===== config.mk =====
export PLATFORM = sky130hd
export DESIGN_NAME = ship_move_ctrl
export DESIGN_NICKNAME = d
export VERILOG_FILES = /design/src/rtl/ship_move_ctrl.sv
export SDC_FILE = /design/constraint.sdc
export NUM_CORES = 1
export LEC_CHECK = 0
export CORE_MARGIN = 5
export CORE_UTILIZATION = 29
export DETAILED_ROUTE_END_ITERATION = 12
export PLACE_DENSITY = 0.6
export SYNTH_ARGS = -nofsm -noshare
export SYNTH_HDL_FRONTEND = slang
export SYNTH_SLANG_ARGS = --single-unit

===== constraint.sdc =====
create_clock -name CLK -period 1.73 [get_ports CLK]
set_clock_uncertainty 0.15 [all_clocks]
set_input_delay 0.346 -clock CLK [delete_from_list [all_inputs] [get_ports CLK]]
set_output_delay 0.346 -clock CLK [all_outputs]
set_load 0.02 [all_outputs]

===== src/rtl/ship_move_ctrl.sv =====
// Player-ship X movement controller: arbitrates push-buttons and mouse deltas
// into single-cycle Sm/Rs strobes for the position counter, clamped to the playfield.
module ship_move_ctrl #(
  parameter int TICK_DIV = 50000,
  parameter int POS_MIN  = 16,
  parameter int POS_MAX  = 600
) (
  input  logic        CLK,
  input  logic        Rst,
  input  logic        btn_l,
  input  logic        btn_r,
  input  logic        ms_valid,
  input  logic [8:0]  ms_dx,
  output logic        ms_ready,
  input  logic [10:0] pos,
  output logic        Sm,
  output logic        Rs,
  output logic        busy,
  output logic        src
);

  localparam int PW = (TICK_DIV > 2) ? $clog2(TICK_DIV) : 1;

  typedef enum logic [1:0] {IDLE, BTN, M_STEP, M_WAIT} state_t;

  state_t        state_reg, state_next;
  logic [PW-1:0] presc_reg, presc_next;
  logic [8:0]    pend_mag_reg, pend_mag_next;
  logic          pend_dir_reg, pend_dir_next;
  logic          btn_dir_reg, btn_dir_next;
  logic          sm_reg, sm_next;
  logic          rs_reg, rs_next;
  logic          src_reg, src_next;

  logic       cmd;
  logic       right_ok;
  logic       left_ok;
  logic       accept;
  logic [8:0] dx_mag;

  assign cmd      = btn_l ^ btn_r;
  assign right_ok = (pos < 11'(POS_MAX));
  assign left_ok  = (pos > 11'(POS_MIN));
  assign ms_ready = (pend_mag_reg == 9'd0) && (state_reg != M_STEP) && (state_reg != M_WAIT);
  assign accept   = ms_valid && ms_ready;
  // -256 negates to 9'h100, which is the correct unsigned magnitude
  assign dx_mag   = ms_dx[8] ? (~ms_dx + 9'd1) : ms_dx;

  assign Sm   = sm_reg;
  assign Rs   = rs_reg;
  assign src  = src_reg;
  assign busy = (state_reg != IDLE);

  always_ff @(posedge CLK) begin
    if (Rst) begin
      state_reg    <= IDLE;
      presc_reg    <= '0;
      pend_mag_reg <= '0;
      pend_dir_reg <= 1'b0;
      btn_dir_reg  <= 1'b0;
      sm_reg       <= 1'b0;
      rs_reg       <= 1'b0;
      src_reg      <= 1'b0;
    end else begin
      state_reg    <= state_next;
      presc_reg    <= presc_next;
      pend_mag_reg <= pend_mag_next;
      pend_dir_reg <= pend_dir_next;
      btn_dir_reg  <= btn_dir_next;
      sm_reg       <= sm_next;
      rs_reg       <= rs_next;
      src_reg      <= src_next;
    end
  end

  always_comb begin
    state_next    = state_reg;
    presc_next    = presc_reg;
    pend_mag_next = pend_mag_reg;
    pend_dir_next = pend_dir_reg;
    btn_dir_next  = btn_dir_reg;
    sm_next       = 1'b0;
    rs_next       = 1'b0;
    src_next      = src_reg;

    if (accept) begin
      pend_mag_next = dx_mag;
      pend_dir_next = ~ms_dx[8];
    end

    case (state_reg)
      IDLE: begin
        if (cmd) begin
          state_next   = BTN;
          presc_next   = '0;
          btn_dir_next = btn_r;
          if (btn_r && right_ok) begin
            sm_next  = 1'b1;
            src_next = 1'b0;
          end else if (!btn_r && left_ok) begin
            rs_next  = 1'b1;
            src_next = 1'b0;
          end
        end else if (pend_mag_reg != 9'd0) begin
          state_next = M_STEP;
        end
      end
      BTN: begin
        // A direction flip drops to IDLE so the new direction restarts its cadence
        if (!cmd || (btn_r != btn_dir_reg)) begin
          state_next = IDLE;
        end else if (presc_reg == PW'(TICK_DIV - 1)) begin
          presc_next = '0;
          if (btn_dir_reg && right_ok) begin
            sm_next  = 1'b1;
            src_next = 1'b0;
          end else if (!btn_dir_reg && left_ok) begin
            rs_next  = 1'b1;
            src_next = 1'b0;
          end
        end else begin
          presc_next = presc_reg + PW'(1);
        end
      end
      M_STEP: begin
        if (pend_dir_reg ? right_ok : left_ok) begin
          sm_next       = pend_dir_reg;
          rs_next       = ~pend_dir_reg;
          src_next      = 1'b1;
          pend_mag_next = pend_mag_reg - 9'd1;
          state_next    = M_WAIT;
        end else begin
          pend_mag_next = '0;
          state_next    = IDLE;
        end
      end
      M_WAIT: begin
        state_next = (pend_mag_reg != 9'd0) ? M_STEP : IDLE;
      end
      default: state_next = IDLE;
    endcase
  end

endmodule


==> flow_metrics.py, run 1 <==
metrics = {
    "status": {
        "status": "finished, violations left",
        "failed_checks": "setup timing",
    },
    "floorplan": {
        "initial_utilization_pct": 29.7,
        "die-area_mm2": 0.00921,
        "rows": 31,
        "dieWidth_um": 96.0,
        "die_height_um": 96.0,
        "io_pins": 30,
        "core-area_mm2": 0.00721,
    },
    "critical_path": {
        "r2r-end": "pend_mag_reg[5]",
        "cp_max_fo": 2,
        "reg2reg_setup_slack_ps": -240,
        "worstPathRequired_ps": 1800,
        "crit_path_end_kind": "flip-flop",
        "timing.rr.start": "pend_mag_reg[0]",
        "path_class": "reg2reg",
        "ff2ff_path_depth": 6,
        "cp-start-kind": "flip-flop",
        "critPathArrivalTime_ps": 2040,
    },
    "route": {
        "drt_iter0_drc": 58,
        "dr.pass1.iters": 4,
        "routed_wl_mm": 6.39,
        "detail-route-antenna-nets": 0,
        "vias": 2269,
        "wl_per_cell_um": 13.7,
        "viasPerCell": 4.88,
        "drc": 0,
    },
    "cts": {
        "clk_latency_ps": 290,
        "cts-buffers-inserted": 5,
        "cts_max_level": 2,
        "cts_tree": "built",
        "cts_root_buffer": "clkbuf_8",
        "clock-sinks": 32,
        "path_clk_slew_ps": 80,
        "cts_hold_buf": 0,
        "cts_max_path_buffers": 2,
    },
    "run": {
        "max_cap_violations": 0,
    },
    "yosys": {
        "syn_avg_cell_area_um2": 8.47,
        "netlist_area_mm2": 0.00214,
        "synth_edf_count": 0,
        "ys_warn_count": 0,
        "ys_ff_latch": 32,
        "synth.area.top_cells": "dfxtp_1 (30%), xor2_1 (6.5%), nor2_1 (5.6%), a2111oi_4 (3.9%), nand2_1 (3.5%)",
        "synth_top_area_share_pct": 29.9,
        "netlist_instances": 253,
        "synthArstFlopShare_pct": 0,
        "ys_seq_area_share_pct": 29.9,
        "syn_nets": 281,
        "ys.flop_type": "dfxtp_1",
        "yosysUniqueCellTypes": 63,
        "synth_top_area_cell": "dfxtp_1",
    },
    "worst_hold_path": {
        "holdCritStartpoint": "pend_mag_reg[8]",
        "hold_class": "reg2reg",
        "hold_depth": 2,
        "holdPathEnd": "pend_mag_reg[8]",
    },
    "layout": {
        "insertedDiodeCount": 0,
        "syn_to_final_growth_pct": 66.4,
        "largest_reg_flops": 16,
        "final_layout_size_suffix_gt1_share_pct": 48.4,
        "final_cell_area_mm2": 0.00357,
        "fill_cells": 691,
        "finalNetCount": 393,
    },
    "timing": {
        "fin_crit_ps": 1970,
        "post-route-period-util_pct": 114,
        "worst_slew_pin_slew_ps": 362,
        "hold_viol_final": 0,
        "fin_hold_ws_ps": 362,
        "maxSlewHeadroom_pct": 75.7,
        "rsz0062_at_grt": "true",
        "fmax_mhz": 507,
        "slew_viol_final": 0,
        "finalSetupViolCount": 11,
        "layout_setup_ws_ps": -241,
        "tns_ps": -1790,
    },
    "placed_design": {
        "io_buffers": 29,
        "gp_congestion": 0.889,
        "dp.final_hpwl_mm": 4.58,
        "place_area_mm2": 0.00310,
    },
    "power_and_ir_drop": {
        "p_per_area_mw_per_mm2": 1180,
        "p_leak_nw": 1.45,
        "ir_worst_vdd_mv": 0.424,
    },
    "grt": {
        "gr-total-overflow": 0,
        "grt_pass1_wl_mm": 9.95,
        "antenna_found_initial": 0,
        "grt_max_degree": 17,
        "grt_use_total_pct": 14.1,
        "grt_pass1_vias": 2217,
    },
}
cells in the mapped netlist (all sizes together), types with 6 or more instances:
cell type / number
o21ai: 10
nand2: 20
dfxtp: 32
nor2: 33
inv: 11
nor4: 6
nand3: 10
nor3: 7
xor2: 17
xnor2: 6
buf: 9
a21oi: 13
where the power goes:
| part | leakage (nW) | switching, mW | total [mW] | internal (mW) |
|---|---|---|---|---|
| Sequential | 0.265 | 0.106 | 0.974 | 0.869 |
| Combinational | 1.13 | 1.26 | 2.62 | 1.35 |
| Clock | 0.0510 | 0.299 | 0.617 | 0.318 |
| Total | 1.45 | 1.67 | 4.21 | 2.54 |
layout by cell type, fill, tap and decap left out, drive strengths merged, types with 3 or more instances in the layout:
master,synthesis,final
buf,9,89
nor2,33,33
dfxtp,32,32
nand2,20,20
xor2,17,17
a21oi,13,13
clkdlybuf4s50,0,12
inv,11,11
nand3,10,10
o21ai,10,10
dlygate4sd2,0,9
clkbuf,3,9
nor3,7,7
xnor2,6,6
nor4,6,6
nor2b,5,5
nand4,5,5
mux2i,5,5
a2111oi,4,4
nand2b,4,4
a211oi,4,4
o22ai,3,3
clkdlybuf4s15,0,3
and3,3,3
or2,3,3
a32o,3,3
ha,3,3
nor4b,3,3
and4b,3,3
final cells by class:
type,count,area (um^2),share of cell area (%)
multi-input combinational,198,1680,47.0
timing repair buffer,117,972,27.3
sequential,32,659,18.5
tap,99,124,3.47
clock buffer,6,82.6,2.31
inverter,11,43.8,1.23
clock inverter,2,10.0,0.281
logic make-up (layout without fill, tap and decap cells):
kind of cell | Yosys count | after routing | share of synthesized area (%)
adder cells (fa/ha/maj) | 3 | 3 | 1.75
AO/OA/AOI/OAI | 56 | 56 | 21.9
flip-flops | 32 | 32 | 29.9
AND/OR/NAND/NOR | 111 | 111 | 27.8
XOR/XNOR | 23 | 23 | 10.1
multiplexers | 5 | 5 | 2.34
buffers and inverters | 23 | 136 | 6.19
routing by layer:
layer	wire length [um]	track usage, %
met1	2780	15.7
met5	0	0
met4	72	4.98
met2	3310	26.0
met3	225	3.05
worst max path at each step:
stage	from	to	slack, ps	cells after the start
final	pend_mag_reg[0]	pend_mag_reg[5]	-240	6
after global routing	pend_mag_reg[0]	pend_mag_reg[3]	-330	8
after CTS	pend_mag_reg[0]	pend_mag_reg[7]	-240	6
after detailed placement	pos[10]	pend_mag_reg[7]	-610	6
after global placement	pos[9]	pend_mag_reg[7]	-560	6
after floorplan	pend_mag_reg[0]	pend_mag_reg[7]	-50	5
worst max-delay path, stage by stage (launching register included):
cell and delay (ps):
dfxtp_2 330, buf_6 110, or4_4 530, or2_4 290
a2111oi_4 210, o22ai_1 130, a21oi_1 150
per-stage QoR:
step / utilization [%] / total power [mW] / instances / worst slack [ps]
after floorplan: - / 2.32 / 253 / -53.4
after global placement: 43.0 / 3.21 / 444 / -560
after detailed placement: 43.0 / 3.22 / 444 / -614
after CTS: 46.4 / 4.01 / 459 / -242
after global routing: 49.4 / 4.50 / 465 / -331
final: 49.4 / 4.21 / 465 / -241
repair_timing:
action                     in CTS  in global routing
gates resized for setup        45                 54
setup buffers                   7                  6
setup endpoints to repair      34                 33
pin swaps                      17                 30
Note: power is estimated with default switching activity, not from simulation.
==> inputs of run 2 (changes only) <==
--- a/config.mk
+++ b/config.mk
@@ -5,6 +5,7 @@
 export SDC_FILE = /design/constraint.sdc
 export NUM_CORES = 1
 export LEC_CHECK = 0
+export ABC_AREA = 0
 export CORE_MARGIN = 5
 export CORE_UTILIZATION = 29
 export DETAILED_ROUTE_END_ITERATION = 12
==> results of run 2 <==
No change in the layout: final DEF, timing and power equal those of run 1.
==> edit 1: new RTL, flow settings as in run 2 <==
Re-encode `state_t` (4 states) as one-hot, 4 bits wide.
--- a/src/rtl/ship_move_ctrl.sv
+++ b/src/rtl/ship_move_ctrl.sv
@@ -21,7 +21,7 @@
 
   localparam int PW = (TICK_DIV > 2) ? $clog2(TICK_DIV) : 1;
 
-  typedef enum logic [1:0] {IDLE, BTN, M_STEP, M_WAIT} state_t;
+  typedef enum logic [3:0] {IDLE = 4'b0001, BTN = 4'b0010, M_STEP = 4'b0100, M_WAIT = 4'b1000} state_t;
 
   state_t        state_reg, state_next;
   logic [PW-1:0] presc_reg, presc_next;
Behaviour: same outputs for any inputs over 10 cycles, from zero or initial values and one cycle with Rst high; not proved beyond that.
==> edit 1 against run 2 <==
- first-iteration DRC count is 140% higher
- critical path type unchanged
- non-clock buffer count is 13 higher
- utilization is 0.74 points lower
- the run still ends with setup timing left
- cell area is 4.4% higher
- total power is 11% higher
- count of clock-buffer cells in the layout is 1 lower
- worst setup slack worse by 140 ps
- sequential cell count is 2 higher
- area after synthesis is 5.0% higher
- die area is 4.4% higher
- wire length is 13% higher
==> edit 1: results (changes against run 2) <==
{| class="wikitable"
! Metric !! Value
|-
| Commonest cells post-synth || sky130_fd_sc_hd__dfxtp_1, sky130_fd_sc_hd__a21oi_1, sky130_fd_sc_hd__nor2_1
|-
| Cell count of the worst hold path || 2 (unchanged)
|-
| Initial antenna violation count || 0 (unchanged)
|-
| Number of cells on the worst reg-to-reg path || 6 (unchanged)
|-
| Synthesized Nets || 317 (+13%)
|-
| Wire length per cell || 14.1 um (+2.7%)
|-
| Number of filler instances in the final layout || 718 (+3.9%)
|-
| Number of warnings reported in the yosys synthesis log || 0 (unchanged)
|-
| Source-to-sink clock delay at the later pin of the worst-skew pair || 290 ps (about the same)
|-
| Worst Path Arrival || 2200 ps (+160 ps)
|-
| Max Root-Sink Buffers || 2 (unchanged)
|-
| Synth cell types || 62 (-1.6%)
|-
| IO buf count || 29 (unchanged)
|-
| Violated checks || setup timing
|-
| Final net count || 437 (+11%)
|-
| Most used flip-flop cell after synthesis || sky130_fd_sc_hd__dfxtp_1
|-
| Launch instance of the worst register-to-register path || state_reg[0]$_SDFFE_PP1P_
|-
| Area of placed instances || 3340 um2 (+7.7%)
|-
| Global-route total usage across every layer || 15.2% (+1.1 points)
|-
| Number of global-route vias before repair || 2,632 (+19%)
|-
| Setup tns final || -8950 ps (-7160 ps)
|-
| Global-route wire length before repair || 12,300 um (+23%)
|-
| Chip Width || 98.1 um (+2.2%)
|-
| Routability Congestion || 0.798 (-10%)
|-
| Outcome || finished, violations left
|-
| Switch share || 40.5% (+0.88 points)
|-
| Vias per inst || 5.27 (+8.1%)
|-
| Cell types occupying the most area after synthesis || sky130_fd_sc_hd__dfxtp_1, sky130_fd_sc_hd__a21oi_1, sky130_fd_sc_hd__o21ai_0
|-
| Classification of the worst-slack hold path || flop to flop
|-
| Violation count after the first detailed-route iteration || 137 (+140%)
|-
| Final setup margin || -381 ps (-141 ps)
|-
| Kind of critical path || flop to flop
|-
| Seq/Total Area, Yosys || 30.3% (+0.37 points)
|-
| ANT cells || 0 (unchanged)
|-
| Capture instance of the worst register-to-register path || presc_reg[6]$_SDFFE_PP0P_
|-
| Area of the multi-input gates || 1660 um2 (-0.90%)
|-
| CTS H-Tree Depth || 2 (unchanged)
|-
| Number of buffers created by CTS || 5 (unchanged)
|-
| Share of post-route cells with drive strength above 1 || 41.1% (-7.3 points)
|-
| Clk slew on worst S/H paths || 80 ps (about the same)
|-
| End of the worst hold path || pend_mag_reg[7]$_SDFFE_PP0P_
|-
| Detail Placement HPWL || 5240 um (+14%)
|-
| Worst-Margin Slew || 373 ps (+10.6 ps)
|-
| Static leakage || 1.47 nW (+1.8%)
|-
| R2r setup slk || -380 ps (-140 ps)
|-
| Largest net degree at the start of global routing || 31 (+14)
|-
| Crit path max fanout || 30 (+28)
|-
| Worst vdd rail ir drop || 1.86 mV (+340%)
|-
| Share of synthesized flip-flops with an asynchronous set or reset || 0% (unchanged)
|-
| Count of endpoints failing setup in the final report || 33 (+22)
|-
| Critical hold path startpoint || pend_mag_reg[7]$_SDFFE_PP0P_
|}
==> edit 1: layout make-up <==
class	count	share of cell area, %
clock buffers	5	1.85
clock inverters	2	0.269
inverters	18	1.88
multi-input cells	220	44.6
flip-flops and latches	34	18.6
well taps	102	3.43
repair buffers	130	29.4
==> edit 1: power by group through the flow <==
stage	Sequential, mW	Clock [mW]	Combinational [mW]
floorplan	1.04	0	1.48
global placement	1.03	0	2.39
detailed placement	1.04	0	2.41
CTS	1.03	0.597	2.71
global route	1.04	0.641	3.30
finish	1.03	0.600	3.04
==> edit 1: layer usage <==
metal / vias up / track usage, % / wire length, um
met3: 6 / 3.00 / 293
li1: 1351 / - / -
met4: 0 / 3.19 / 55
met5: - / 0 / 0
met1: 1277 / 20.7 / 3320
met2: 61 / 25.0 / 3550
==> edit 1: critical path, stage by stage (launching register included) <==
cell	delay [ps]
sky130_fd_sc_hd__dfxtp_2	350
sky130_fd_sc_hd__or4b_4	580
sky130_fd_sc_hd__o21ai_2	140
sky130_fd_sc_hd__a22oi_2	100
sky130_fd_sc_hd__buf_12	170
sky130_fd_sc_hd__or4_1	430
sky130_fd_sc_hd__a21oi_2	120
==> edit 1: how the worst max path moves through the flow <==
stage,endpoint,slack (ps),depth (start not counted)
after global routing,presc_reg[13]$_SDFFE_PP0P_,-480,6
final,presc_reg[6]$_SDFFE_PP0P_,-380,6
after global placement,src$_SDFFE_PP0P_,-680,9
after floorplan,presc_reg[9]$_SDFFE_PP0P_,-430,8
after detailed placement,src$_SDFFE_PP0P_,-720,8
after CTS,src$_SDFFE_PP0P_,-370,5
==> edit 1: logic make-up (layout without fill, tap and decap cells) <==
| logic type | after synthesis | after routing | share of synthesized area (%) |
|---|---|---|---|
| compound gates | 97 | 97 | 29.3 |
| xor+xnor | 6 | 6 | 2.34 |
| fa+ha+maj | 3 | 3 | 1.67 |
| buf+inv | 35 | 155 | 7.12 |
| flops | 34 | 34 | 30.3 |
| simple gates | 112 | 112 | 28.4 |
| mux | 2 | 2 | 0.890 |
==> edit 1: through the flow <==
step	worst slack (ps)	cells	hold slack [ps]
6_report	-381	511	356
5_1_grt	-480	511	373
4_1_cts	-371	504	357
3_5_place_dp	-717	493	328
3_3_place_gp	-682	493	313
2_1_floorplan	-432	289	300
==> edit 1: timing repair <==
item / in CTS / in global routing
setup endpoints to repair: 36 / 35
resized for setup: 66 / 18
cloned: 1 / 0
buffers inserted: 3 / 7
pin swaps: 13 / 5
==> edit 2: new RTL, settings of run 2 <==
Made on the original files. The parameter `TICK_DIV` goes from 50000 to 200000.
--- a/src/rtl/ship_move_ctrl.sv
+++ b/src/rtl/ship_move_ctrl.sv
@@ -1,7 +1,7 @@
 // Player-ship X movement controller: arbitrates push-buttons and mouse deltas
 // into single-cycle Sm/Rs strobes for the position counter, clamped to the playfield.
 module ship_move_ctrl #(
-  parameter int TICK_DIV = 50000,
+  parameter int TICK_DIV = 200000,
   parameter int POS_MIN  = 16,
   parameter int POS_MAX  = 600
 ) (
Behaviour: same outputs for any inputs over 10 cycles, from zero or initial values and one cycle with Rst high; that may be too few to reach the edited logic, so the function may still have changed.
==> edit 2 against run 2 <==
- combinational power up 16%
- total power up 18%
- highest routed layer unchanged
- cell area up 3.8%
- critical path type unchanged
- the flow still finishes with violations (setup timing)
- sequential cell count up 2
- worst setup slack worse by 250 ps
- non-clock buffer count down 7
- hold slack worse by 9.8 ps
- die area down 0.58%
- largest power group unchanged
- wire length down 0.72%
- area after synthesis down 0.64%
==> edit 2: results (changes against run 2) <==
{| class="wikitable"
! Metric !! Value
|-
| Summed area of non-filler cells in the final layout || 3700 um2 (+3.8%)
|-
| Power in the clock group || 0.899 mW (+46%)
|-
| Violation count after the first detailed-route iteration || 103 (+78%)
|-
| Synth cell types || 54 (-14%)
|-
| Violated checks || setup timing
|-
| Area of placed instances || 3080 um2 (-0.60%)
|-
| Area of the multi-input gates || 1710 um2 (+1.9%)
|-
| Setup tns final || -13,070 ps (-11,290 ps)
|-
| Share of the synthesized area in compound gates (AO/OA/AOI/OAI) || 18.4% (-3.5 points)
|-
| Invs w/o clock || 8 (-3)
|-
| Met1 GRT Util || 16.7% (+1.0 points)
|-
| Met3 global-route usage || 2.35% (-0.70 points)
|-
| Synth Area in XOR/XNOR || 10.7% (+0.59 points)
|-
| Part of the total power dissipated in combinational logic || 61.4% (-0.8 points)
|-
| Non-clock buffer total of the final layout || 110 (-6.0%)
|-
| Worst-Margin Slew || 365 ps (+3.09 ps)
|-
| Sequential share of cell area || 18.6% (+0.075 points)
|-
| Cell types occupying the most area after synthesis || sky130_fd_sc_hd__dfxtp_1, sky130_fd_sc_hd__xor2_1, sky130_fd_sc_hd__nor2_1
|-
| Final net count || 399 (+1.5%)
|-
| Final setup margin || -489 ps (-248 ps)
|-
| Commonest cells post-synth || sky130_fd_sc_hd__nor2_1, sky130_fd_sc_hd__dfxtp_1, sky130_fd_sc_hd__nand2_1
|-
| Crit path max fanout || 8 (+6)
|-
| Mean cell area of the mapped netlist || 8.04 um2 (-5.1%)
|-
| Met1 wire length || 2810 um (+0.90%)
|-
| Fraction of met2 tracks used by global routing || 22.6% (-3.4 points)
|-
| Crit path to || presc_reg[3]$_SDFFE_PP0P_
|-
| Proportion of final cell area spent on non-clock buffers || 27.4% (+0.16 points)
|-
| Number of clock buffers in the layout || 5 (-1)
|-
| Worst vdd rail ir drop || 0.578 mV (+36%)
|-
| Setup Slack @ Placement || -667 ps (-53.6 ps)
|-
| Seq/Total Area, Yosys || 32.0% (+2.1 points)
|-
| Count of state elements after synthesis || 34 (+6.3%)
|-
| Global-route total usage across every layer || 13.3% (-0.71 points)
|-
| WL met2 || 3220 um (-2.7%)
|-
| Met3 wire len || 232 um (+3.1%)
|-
| Count of endpoints failing setup in the final report || 32 (+21)
|-
| Outcome || finished, violations left
|-
| Number of filler instances in the final layout || 676 (-2.2%)
|-
| Dpl cells || 449 (+1.1%)
|-
| Layout Cells excl Fill || 471 (+1.3%)
|-
| Multi-input combinational cell count || 212 (+7.1%)
|-
| Wire length reported by the detailed router || 6350 um (-0.72%)
|-
| Synthesized Nets || 293 (+4.3%)
|-
| Static leakage || 1.53 nW (+6.1%)
|-
| Vias per inst || 4.90 (+0.42%)
|-
| Flip-flop count of the largest register after layout || 18 (+2)
|-
| Share of post-route cells with drive strength above 1 || 41.1% (-7.2 points)
|-
| Launch instance of the worst register-to-register path || presc_reg[14]$_SDFFE_PP0P_
|-
| Clock-cell share of area || 3.72% (+1.1 points)
|-
| Detail Placement HPWL || 4340 um (-5.2%)
|}
==> edit 2: changes by cell type in the layout (fill, tap and decap cells not counted), sizes merged, moves of 5 or more <==
cell / change
o21ai: -5
dlymetal6s2s: +11
dlygate4sd2: -8
buf: -9
nand3: -5
nand2: +9
nor2: +6
==> edit 2: repair_timing <==
item,in CTS,in global routing
pin swaps,9,30
cloned,0,2
buffers inserted,3,11
setup endpoints to repair,34,36
resized for setup,22,68
==> edit 2: worst min path at each step <==
stage          slack (ps)  cells past startpoint                            to
3_3_place_gp          320                      2  pend_mag_reg[8]$_SDFFE_PP0P_
6_report              350                      2  pend_mag_reg[8]$_SDFFE_PP0P_
3_5_place_dp          330                      2  pend_mag_reg[8]$_SDFFE_PP0P_
2_1_floorplan         300                      2  pend_mag_reg[8]$_SDFFE_PP0P_
5_1_grt               380                      2  pend_mag_reg[8]$_SDFFE_PP0P_
4_1_cts               350                      2  pend_mag_reg[8]$_SDFFE_PP0P_
